`src/rtl/bcd_counter_pkg.sv`:
```
// ----------------------------------------------------------------------------
// bcd_counter_pkg
// Shared constants and helpers for the packed-BCD up/down counter.
//   BCD_W      : width of one BCD digit
//   BCD_MAX    : largest legal digit value (9)
//   BCD_MIN    : smallest legal digit value (0)
//   bcd_valid  : returns 1 when a nibble holds a legal BCD digit
// ----------------------------------------------------------------------------
package bcd_counter_pkg;

   localparam int             BCD_W   = 4;
   localparam logic [BCD_W-1:0] BCD_MAX = 4'd9;
   localparam logic [BCD_W-1:0] BCD_MIN = 4'd0;

   function automatic logic bcd_valid(input logic [BCD_W-1:0] nibble);
      return (nibble <= BCD_MAX);
   endfunction

endpackage : bcd_counter_pkg

```
`src/rtl/bcd_digit.sv`:
```
// ----------------------------------------------------------------------------
// bcd_digit
// One decimal digit of the counter. Loads, increments or decrements by one
// with wrap (9->0 up, 0->9 down) and reports whether it will pass a carry or
// borrow to the next digit.
// Ports:
//   clk        in  rising-edge clock
//   reset      in  synchronous active-high clear
//   load       in  parallel load strobe (wins over step)
//   ld_digit   in  value to load, already guaranteed to be 0..9
//   step       in  advance this digit by one in direction 'up'
//   up         in  1 = increment, 0 = decrement
//   digit      out registered digit value
//   carry_out  out digit == 9 while counting up
//   borrow_out out digit == 0 while counting down
// ----------------------------------------------------------------------------
module bcd_digit
   import bcd_counter_pkg::*;
(
   input  logic             clk,
   input  logic             reset,
   input  logic             load,
   input  logic [BCD_W-1:0] ld_digit,
   input  logic             step,
   input  logic             up,
   output logic [BCD_W-1:0] digit,
   output logic             carry_out,
   output logic             borrow_out
);

   logic [BCD_W-1:0] r_digit;

   // NOTE: sequential state uses non-blocking (<=) so every register samples
   // the pre-edge values of its sources, independent of block ordering.
   always_ff @(posedge clk) begin
      if (reset) begin
         r_digit <= BCD_MIN;
      end else if (load) begin
         r_digit <= ld_digit;
      end else if (step) begin
         if (up) begin
            r_digit <= (r_digit == BCD_MAX) ? BCD_MIN : r_digit + 4'd1;
         end else begin
            r_digit <= (r_digit == BCD_MIN) ? BCD_MAX : r_digit - 4'd1;
         end
      end
   end

   assign digit      = r_digit;
   assign carry_out  = (r_digit == BCD_MAX) &  up;
   assign borrow_out = (r_digit == BCD_MIN) & ~up;

endmodule : bcd_digit

```
`src/rtl/bcd_updown_counter.sv`:
```
// ----------------------------------------------------------------------------
// bcd_updown_counter
// Parametrised multi-digit packed-BCD up/down counter with enable, parallel
// load (illegal digits replaced by 0 and flagged), and a combinational
// terminal count for cascading.
// Parameters:
//   DIGITS   number of BCD digits (1..8)
// Ports:
//   clk       in  rising-edge clock
//   reset     in  synchronous active-high clear of q and err
//   en        in  count enable, one step per cycle
//   up        in  1 = increment, 0 = decrement
//   load      in  parallel load strobe (priority over en)
//   load_val  in  packed BCD value to load, digit i at [4i+3:4i]
//   q         out registered packed BCD count
//   tc        out en & (q is all 9s counting up / all 0s counting down)
//   err       out sticky flag: last load held a digit > 9
// ----------------------------------------------------------------------------
module bcd_updown_counter
   import bcd_counter_pkg::*;
#(
   parameter int DIGITS = 2
)(
   input  logic                    clk,
   input  logic                    reset,
   input  logic                    en,
   input  logic                    up,
   input  logic                    load,
   input  logic [BCD_W*DIGITS-1:0] load_val,
   output logic [BCD_W*DIGITS-1:0] q,
   output logic                    tc,
   output logic                    err
);

   logic [BCD_W*DIGITS-1:0] w_ld_clean;
   logic [DIGITS-1:0]       w_nib_bad;
   logic [DIGITS-1:0]       w_carry;
   logic [DIGITS-1:0]       w_borrow;
   logic [DIGITS-1:0]       w_term;
   logic [DIGITS-1:0]       w_step;
   logic                    r_err;

   for (genvar g = 0; g < DIGITS; g++) begin : g_digit
      assign w_nib_bad[g] = !bcd_valid(load_val[g*BCD_W +: BCD_W]);
      assign w_ld_clean[g*BCD_W +: BCD_W] =
         w_nib_bad[g] ? BCD_MIN : load_val[g*BCD_W +: BCD_W];

      // A digit passes the step on only when it is about to wrap in the
      // current direction; carry and borrow are mutually exclusive via 'up'.
      assign w_term[g] = w_carry[g] | w_borrow[g];

      if (g == 0) begin : g_lsd
         assign w_step[g] = en & ~load;
      end else begin : g_upper
         assign w_step[g] = w_step[g-1] & w_term[g-1];
      end

      bcd_digit u_digit (
         .clk        (clk),
         .reset      (reset),
         .load       (load),
         .ld_digit   (w_ld_clean[g*BCD_W +: BCD_W]),
         .step       (w_step[g]),
         .up         (up),
         .digit      (q[g*BCD_W +: BCD_W]),
         .carry_out  (w_carry[g]),
         .borrow_out (w_borrow[g])
      );
   end

   // err only moves on reset or load; counting never touches it.
   always_ff @(posedge clk) begin
      if (reset) begin
         r_err <= 1'b0;
      end else if (load) begin
         r_err <= |w_nib_bad;
      end
   end

   assign err = r_err;

   // tc deliberately ignores load so it reflects the pre-load count.
   assign tc = en & (&w_term);

endmodule : bcd_updown_counter

```
`config.mk`:
```
export PLATFORM = sky130hd
export DESIGN_NAME = bcd_updown_counter
export DESIGN_NICKNAME = d
export VERILOG_FILES = /design/src/rtl/bcd_counter_pkg.sv /design/src/rtl/bcd_digit.sv /design/src/rtl/bcd_updown_counter.sv
export SDC_FILE = /design/constraint.sdc
export NUM_CORES = 1
export LEC_CHECK = 0
export CAP_MARGIN = 20
export CORE_MARGIN = 1
export CORE_UTILIZATION = 35
export CTS_CLUSTER_DIAMETER = 100
export DETAILED_ROUTE_END_ITERATION = 8
export SLEW_MARGIN = 20
export SYNTH_ARGS = -nofsm -noshare
export SYNTH_HDL_FRONTEND = slang
export SYNTH_HIERARCHICAL = 1
export SYNTH_SLANG_ARGS = --single-unit
export TNS_END_PERCENT = 50
```
`constraint.sdc`:
```
create_clock -name clk -period 1.9 [get_ports clk]
set_input_delay 0.19 -clock clk [delete_from_list [all_inputs] [get_ports clk]]
set_output_delay 0.19 -clock clk [all_outputs]
set_load 0.01 [all_outputs]
```
Word level (Yosys, flattened, before mapping)
Index checks and enable logic that the tools add are counted.
{"block": "totals", "wordCells": 42, "reg_bits": 9, "output_inout_bits": 10, "in_bits": 13}
{"block": "classes", "n_eq_ne": 2, "reduce_logical": 8, "n_bitwise": 11, "add_sub_neg": 4, "mux": 12, "order_cmp": 2}
{"cell": "2-to-1 mux 4 bit", "count": 12}
{"cell": "adder 4 x 1 -> 4 bit, second input constant", "count": 2}
{"cell": "== test 4 bit, second input constant", "count": 2}
{"cell": "<= comparator 4 bit, second input constant", "count": 2}
{"cell": "logical NOT 4 bit", "count": 2}
{"cell": "subtractor 4 x 1 -> 4 bit, second input constant", "count": 2}
{"cell": "bitwise AND 1 bit", "count": 7}
{"cell": "nonzero test 2 bit", "count": 2}
{"cell": "logical NOT 1 bit", "count": 2}
{"cell": "NOT 1 bit", "count": 2}
{"cell": "OR 1 bit", "count": 2}
{"cell": "AND reduction 2 bit", "count": 1}
{"cell": "OR reduction 2 bit", "count": 1}

Longest topological paths before layout
Gate-level depths: netlist of run 1.
{"block": "logic_depth", "depth_word": 6, "mapped_depth": 9, "ltp_nobuf": 8}

Modules after synthesis
The synthesis of run 1 kept the hierarchy.
{"mod": "bcd_digit", "n_inst": 2, "area_each_um2": 324.1, "cells_per_inst": 38, "seq_area_each_um2": 80.1}
{"mod": "bcd_updown_counter", "n_inst": 1, "area_each_um2": 132.6, "cells_per_inst": 18, "seq_area_each_um2": 20.0}

Least setup slack after synthesis of run 1
Ideal clock, no wire load.
{"block": "synth_timing", "path_type": "register to register", "startpoint": "register g_digit[0].u_digit.r_digit[1]", "endpoint": "register g_digit[1].u_digit.r_digit[1]", "path_stages_with_launch": 10, "period_less_slack_ns": 2.055, "required_time_ns": 1.781, "slack_ns": -0.155, "setup_ns": 0.119, "path_buffers": 1, "t_arrival_ns": 1.936, "path_cell_list": "dfxtp_1 buf_6 or4_4 nor2_1 nor2_1 nor2b_1 inv_1 o21ai_0 nand2_1 o221a_2"}
{"block": "synth_via", "elab_chain_len": 5, "word_cells_on_any_way": 7, "cone_classes": "1 x eq/ne; 4 x bitwise; 2 x reduce/logical"}
{"item": "from (decl)", "line_no": "bcd_digit.sv:31", "text": "logic [BCD_W-1:0] r_digit;"}
{"item": "from (signal assigned)", "line_no": "bcd_digit.sv:39", "text": "r_digit <= ld_digit;"}
{"item": "from (signal assigned)", "line_no": "bcd_digit.sv:42", "text": "r_digit <= (r_digit == BCD_MAX) ? BCD_MIN : r_digit + 4'd1;"}
{"item": "from (signal assigned)", "line_no": "bcd_digit.sv:44", "text": "r_digit <= (r_digit == BCD_MIN) ? BCD_MAX : r_digit - 4'd1;"}
{"item": "logical NOT 4 bit", "line_no": "bcd_digit.sv:51", "text": "assign borrow_out = (r_digit == BCD_MIN) & ~up;"}
{"item": "bitwise AND 1 bit", "line_no": "bcd_digit.sv:51"}
{"item": "via w_borrow[0]", "line_no": "bcd_updown_counter.sv:38", "text": "logic [DIGITS-1:0] w_borrow;"}
{"item": "OR 1 bit", "line_no": "bcd_updown_counter.sv:50", "text": "assign w_term[g] = w_carry[g] | w_borrow[g];"}
{"item": "bitwise AND 1 bit", "line_no": "bcd_updown_counter.sv:55", "text": "assign w_step[g] = w_step[g-1] & w_term[g-1];"}
{"item": "via w_step[1]", "line_no": "bcd_updown_counter.sv:40", "text": "logic [DIGITS-1:0] w_step;"}
{"item": "nonzero test 2 bit (no line)"}
{"item": "to (signal assigned)", "line_no": "bcd_digit.sv:39"}
{"item": "to (signal assigned)", "line_no": "bcd_digit.sv:42"}
{"item": "to (signal assigned)", "line_no": "bcd_digit.sv:44"}
{"item": "to (decl)", "line_no": "bcd_digit.sv:31"}
The timed path passes the listed nets, and every way through them passes these cells.
A chain may end at the register's enable or synchronous reset.

Worst setup path after layout of run 1
{"block": "layout_timing", "startpoint": "register g_digit[0].u_digit.r_digit[2]", "endpoint": "register g_digit[1].u_digit.r_digit[3]"}
The elaborated chain is that of the path after synthesis.

==> results_dict.tcl, run 1 <==
set metrics [dict create \
    synth_flop_cell "dfxtp_1" \
    p_per_area_nw_per_um2 482 \
    finalSetupViolations 0 \
    synth_cell_types 30 \
    num_rows 16 \
    grt_overflow_total 0 \
    synth_seq_area_share_pct 23.1 \
    cp_cell_sequence "or4_4, nor2_2, nor2_1, nor2b_2, inv_2, buf_12, a2111oi_4, a21oi_2, a21oi_2" \
    crit_path_max_incr_delay_ps 510 \
    syn_area_um2 781 \
    vdd_drop_max_uv 402 \
    cp.arrival_ps 2000 \
    areaGrowthSynthToFinish_pct 51.4 \
    dieWidth_um 49.2 \
    cts_root_buf "clkbuf_4" \
    crit_top_cell "a21oi_2" \
    outcome "finished clean" \
    cp_slowest_cell "or4_4" \
    synth_top_area_share_pct 23.1 \
    cp.buffers_inverters 2 \
    via_per_inst 5.13 \
    startpoint_type "register" \
    required_ps 2090 \
    drt_iter0_drc 18 \
    ys_async_sr_fraction_pct 0 \
    die_area_um2 2420 \
    path_class "register to register" \
    ys_ff_latch 9 \
    yosys-top-cells-area "dfxtp_1 23%, a2111oi_4 7.1%, xor2_1 6.7%, a21oi_2 4.5%, nor2_1 4.3%" \
    path_delay_family "simple AND/OR/NAND/NOR gates" \
    cts_sinks 9 \
    synth-xor-area-share_pct 6.73 \
    clk_path_buf_depth 2 \
    drive_gt1_share_pct 34.6 \
    clk_latency_ps 260 \
    clock.fmax_mhz 553 \
    hold_viol 0 \
    fin_nets 147 \
    synth_top_area_cell "dfxtp_1" \
    finalCriticalPeriod_ps 1810 \
    cts_tree "yes" \
    maxSlewViolCount 0 \
    start_util_pct 38.6 \
    yosys_warnings 6 \
    synth-simple-area-share_pct 30.9 \
    syn_inst 94 \
    gp_congestion 0.843 \
    grt_setup_unrepaired "yes" \
    io_pins 23 \
    fin_util_pct 58.5 \
    cellLeakagePower_uw 0.000475 \
    die_h_um 49.2 \
    cp-end-kind "register" \
    critPathMaxFanout 3 \
    drtAntennaViolNets 0 \
    grt.total_usage_pct 18.9 \
    drt_pass1_iterations 4 \
    synthTopCellsByCount "9 x dfxtp_1, 9 x nor2_1, 8 x nand2_1, 6 x inv_1, 6 x xor2_1" \
    synthAdderAreaFrac_pct 0 \
    grt_pass1_vias 789 \
    synth.avg_cell_area_um2 8.31 \
    insertedDiodeCount 0 \
    route.final.wire_length_mm 2.07 \
    finClkSkew_ps 1.61 \
    hold_class "register to register" \
    htreeDepth 1 \
    hpwlAfterDp_mm 1.65 \
    synthMuxAreaShare_pct 0 \
    relSlewSlack_pct 78.1 \
    core_um2 2020 \
    clkTransAtPathRegs_ps 70 \
    maxCapViolCount 0 \
    grt_max_degree 13 \
    grt_pass1_wl_mm 3.56 \
    period_share_pct 95.2 \
    power_uw 570 \
    routedWlPerCell_um 13.0 \
    synth_fp_nets 107 \
    tightest_slew_ps 328 \
    synth_top_family_by_area "compound AO/OA/AOI/OAI gates" \
    synth_edf_count 0 \
    synth_compound_area_share_pct 32.2 \
    vias 820 \
    cts_made_buffers 3 \
    grt_antenna_before_repair 0 \
    portBuffers 22 \
    drcViolationCount 0 \
]
[power breakdown]
group	switching, uW	total (uW)	internal (uW)
Sequential	6.74	208	201
Clock	71.9	150	77.7
Combinational	99.8	212	112
[area by class of cell]
cell class	instances	area (um^2)
Sequential cell	9	184
Multi-Input combinational cell	75	557
Inverter	6	22.5
Clock inverter	1	5.00
Clock buffer	3	22.5
Fill cell	200	840
Tap cell	27	33.8
Timing Repair Buffer	39	358
[flip-flops by register name, summed over array words and instances, names as in the netlist]
name                   count
err                        1
g_digit.u_digit/digit      8
[repair_timing]
item,CTS,global route
endpoints found under the setup margin,3,3
hold buffers,0,0
setup buffers,0,0
resized for setup,4,3
[layout by cell type, fill, tap and decap left out, types with 2 or more instances in the layout]
| cell | count |
|---|---|
| clkdlybuf4s50_1 | 20 |
| buf_4 | 16 |
| nor2_1 | 8 |
| nand2_1 | 8 |
| dfxtp_1 | 6 |
| xor2_1 | 6 |
| inv_1 | 5 |
| nor2b_1 | 4 |
| o21ai_0 | 4 |
| nor3_1 | 4 |
| a21oi_2 | 4 |
| clkbuf_4 | 3 |
| dfxtp_2 | 3 |
| o21ai_1 | 2 |
| and2_1 | 2 |
| nor3b_1 | 2 |
| nand3_1 | 2 |
| or4_4 | 2 |
| a21oi_1 | 2 |
| and3_2 | 2 |
| nor4b_1 | 2 |
| o2111ai_1 | 2 |
| o2111a_1 | 2 |
| o221a_2 | 2 |
| nand4_1 | 2 |
| o31a_2 | 2 |
| o211ai_1 | 2 |
| a2111oi_4 | 2 |
[worst register-to-register path, cell delays in order (launching register included)]
cell	delay (ps)
dfxtp_2	320
or4_4	510
nor2_2	110
nor2_1	60
nor2b_2	140
inv_2	70
buf_12	120
a2111oi_4	210
a21oi_2	60
a21oi_2	130
[layer usage]
layer / global-route usage (%) / wire length, um / up-vias
li1: - / - / 429
met1: 26.3 / 1020 / 371
met2: 29.2 / 946 / 20
met3: 5.30 / 101 / 0
met4: 2.94 / 0 / 0
met5: 0 / 0 / -
[final timing paths]
| path | start | end | slack (ps) | cells past startpoint |
|---|---|---|---|---|
| setup / recovery | g_digit[0].u_digit/digit[2] | g_digit[1].u_digit/digit[3] | 90 | 9 |
| hold / removal | err | err | 550 | 2 |
| setup reg to reg | g_digit[0].u_digit/digit[2] | g_digit[1].u_digit/digit[3] | 90 | 9 |
| hold reg to reg | err | err | 550 | 2 |
[metrics by stage]
stage               setup slack (ps)  instances  cell area, um^2  hold WS, ps  setup TNS (ps)
detailed placement              -294        156             1150          546           -1210
floorplan                       12.9         94              792          252               0
finish                          90.7        160             1180          554               0
global route                   -30.3        160             1180          587           -30.3
global placement                -285        156             1150          521           -1030
CTS                            -19.9        160             1180          563           -19.9
[cells by family (layout without fill, tap and decap cells)]
kind of cell / after synthesis / after routing
DFF: 9 / 9
buffers and inverters: 10 / 49
AOI/OAI and AO/OA: 26 / 26
xor gates and xnor gates: 6 / 6
and+or+nand+nor: 43 / 43
Power figures use the tool's default switching activity.
==> inputs of run 2 (changes only) <==
Settings changed: CTS_CLUSTER_SIZE set to 12, SKIP_LAST_GASP set to 1.
==> run 2 against run 1 <==
  * Utilization grew 0.19 points
  * Power barely moved
  * Combinational power about the same
  * Die area unchanged
  * Critical endpoint is now tc
==> results_dict.tcl, run 2 (synthesized netlist as in run 1, its figures left out) <==
set metrics [dict create \
    clock.fmax_mhz 548 \
    r2r_slack_ps 100 \
    final_cell_mix "20 x clkdlybuf4s50_1, 16 x buf_4, 8 x nor2_1, 8 x nand2_1, 7 x dfxtp_1" \
    path_delay_family "simple AND/OR/NAND/NOR gates" \
    period_share_pct 96.1 \
    drt_pass1_iterations 4 \
    relSlewSlack_pct 78.1 \
    routedWlPerCell_um 13.0 \
    portBuffers 22 \
    cellLeakagePower_uw 0.000475 \
    internal_power_uw 391 \
    cts_sinks 9 \
    reg2reg_depth 9 \
    cp_cell_sequence "or4_4, nor2_1, o21ai_0, nor2_1, clkdlybuf4s15_1" \
    cts_tree "yes" \
    grt_max_degree 13 \
    p_per_area_nw_per_um2 480 \
    maxSlewViolCount 0 \
    final_common_cell "clkdlybuf4s50_1" \
    dieWidth_um 49.2 \
    cts_made_buffers 3 \
    vias 820 \
    swShare_pct 31.3 \
    drtAntennaViolNets 0 \
    crit_path_max_incr_delay_ps 540 \
    drive_gt1_share_pct 33.1 \
    fin_util_pct 58.7 \
    via_per_inst 5.13 \
    cp.arrival_ps 1640 \
    clk_path_buf_depth 2 \
    largest_reg_flops 8 \
    hpwlAfterDp_mm 1.65 \
    grt.total_usage_pct 18.9 \
    vdd_drop_max_uv 402 \
    core_um2 2020 \
    cp-end-kind "primary output" \
    grt_setup_unrepaired "yes" \
    drt_iter0_drc 18 \
    num_rows 16 \
    min-delay-start "err" \
    grt_pass1_wl_mm 3.56 \
    clkPwrFrac_pct 26.3 \
    clkTransAtPathRegs_ps 70 \
    finClkSkew_ps 1.51 \
    route.final.wire_length_mm 2.07 \
    finalCriticalPeriod_ps 1830 \
    seq_power_share_pct 36.4 \
    fin_nets 147 \
    min_delay_path_depth 2 \
    clk_latency_ps 260 \
    post-cts-setup-buffers 0 \
    finalSetupViolations 0 \
    cp.buffers_inverters 1 \
    areaGrowthSynthToFinish_pct 51.9 \
    startpoint "g_digit[1].u_digit/digit[1]" \
    path_class "register to primary output" \
    gp_congestion 0.843 \
    cp_slowest_cell "or4_4" \
    maxCapViolCount 0 \
    combPwrFrac_pct 37.3 \
    grt_antenna_before_repair 0 \
    fin_ws_ps 74.9 \
    io_pins 23 \
    start_util_pct 38.6 \
    tightest_slew_ps 328 \
    grt_pass1_vias 789 \
    htreeDepth 1 \
    grt_overflow_total 0 \
    hold_class "register to register" \
    place_ws_ps -294 \
    required_ps 1710 \
    cts_hold_buf 0 \
    regToRegStartpoint "g_digit[0].u_digit/digit[2]" \
    whs_endpoint "err" \
    startpoint_type "register" \
    switchingPower_uw 179 \
    crit_top_cell "nor2_1" \
    cts_root_buf "clkbuf_4" \
    hold_viol 0 \
    die_area_um2 2420 \
    drcViolationCount 0 \
    reg2reg_to "g_digit[1].u_digit/digit[3]" \
    critPathMaxFanout 2 \
    outcome "finished clean" \
    die_h_um 49.2 \
    insertedDiodeCount 0 \
]
==> run 2: cell types whose count changed in the layout (fill, tap and decap cells not counted), sizes merged <==
cell,delta
clkbuf,-1
clkdlybuf4s15,+1
==> run 2: worst max-delay path by stage <==
stage / end / depth (start not counted)
3_3_place_gp: tc / 6
5_1_grt: g_digit[1].u_digit/digit[3] / 9
2_1_floorplan: g_digit[1].u_digit/digit[1] / 9
4_1_cts: g_digit[1].u_digit/digit[3] / 10
3_5_place_dp: tc / 6
6_report: tc / 5
==> run 2: final cells by class <==
type                       instances  area [um^2]
timing repair buffer              39          363
sequential                         9          183
fill                             201          836
inverter                           6         22.5
clock buffer                       3         22.5
tap                               27         33.8
clock inverter                     1         5.00
multi-input combinational         75          557
==> run 2: worst register-to-register path, stage by stage, from the launching register on <==
cell and delay [ps]:
dfxtp_1 310, or4_4 520, nor2_2 110, nor2_1 60
nor2b_2 140, inv_2 70, buf_12 120, a2111oi_4 210
a21oi_2 60, a21oi_2 130
==> run 2: what timing repair did <==
item	in CTS	in global routing
setup endpoints to repair	3	3
gates resized for setup	2	3
cloned	0	0
==> run 2: per-layer routing <==
metal  vias to the layer above  track usage (%)  wire length, um
li1                        429                -                -
met1                       371             26.3             1020
met2                        20             29.2              947
met3                         0             5.30               99
met4                         0             2.94                0
met5                         -                0                0
==> run 2: power by group through the flow <==
| stage | clock network (uW) | registers, uW | logic [uW] |
|---|---|---|---|
| 5_1_grt | 164 | 209 | 231 |
| 2_1_floorplan | 0 | 222 | 95.6 |
| 6_report | 150 | 208 | 212 |
| 4_1_cts | 154 | 207 | 212 |
| 3_5_place_dp | 0 | 211 | 210 |
| 3_3_place_gp | 0 | 211 | 208 |
==> run 2: stage by stage <==
stage / setup TNS [ps] / area (um^2) / cells / hold WS [ps] / power [uW]
after floorplan: 0 / 792 / 94 / 252 / 318
after global placement: -1030 / 1150 / 156 / 521 / 419
after detailed placement: -1210 / 1150 / 156 / 546 / 421
after CTS: -53.9 / 1180 / 160 / 563 / 574
after global routing: -54.1 / 1190 / 160 / 587 / 603
final: 0 / 1190 / 160 / 554 / 570
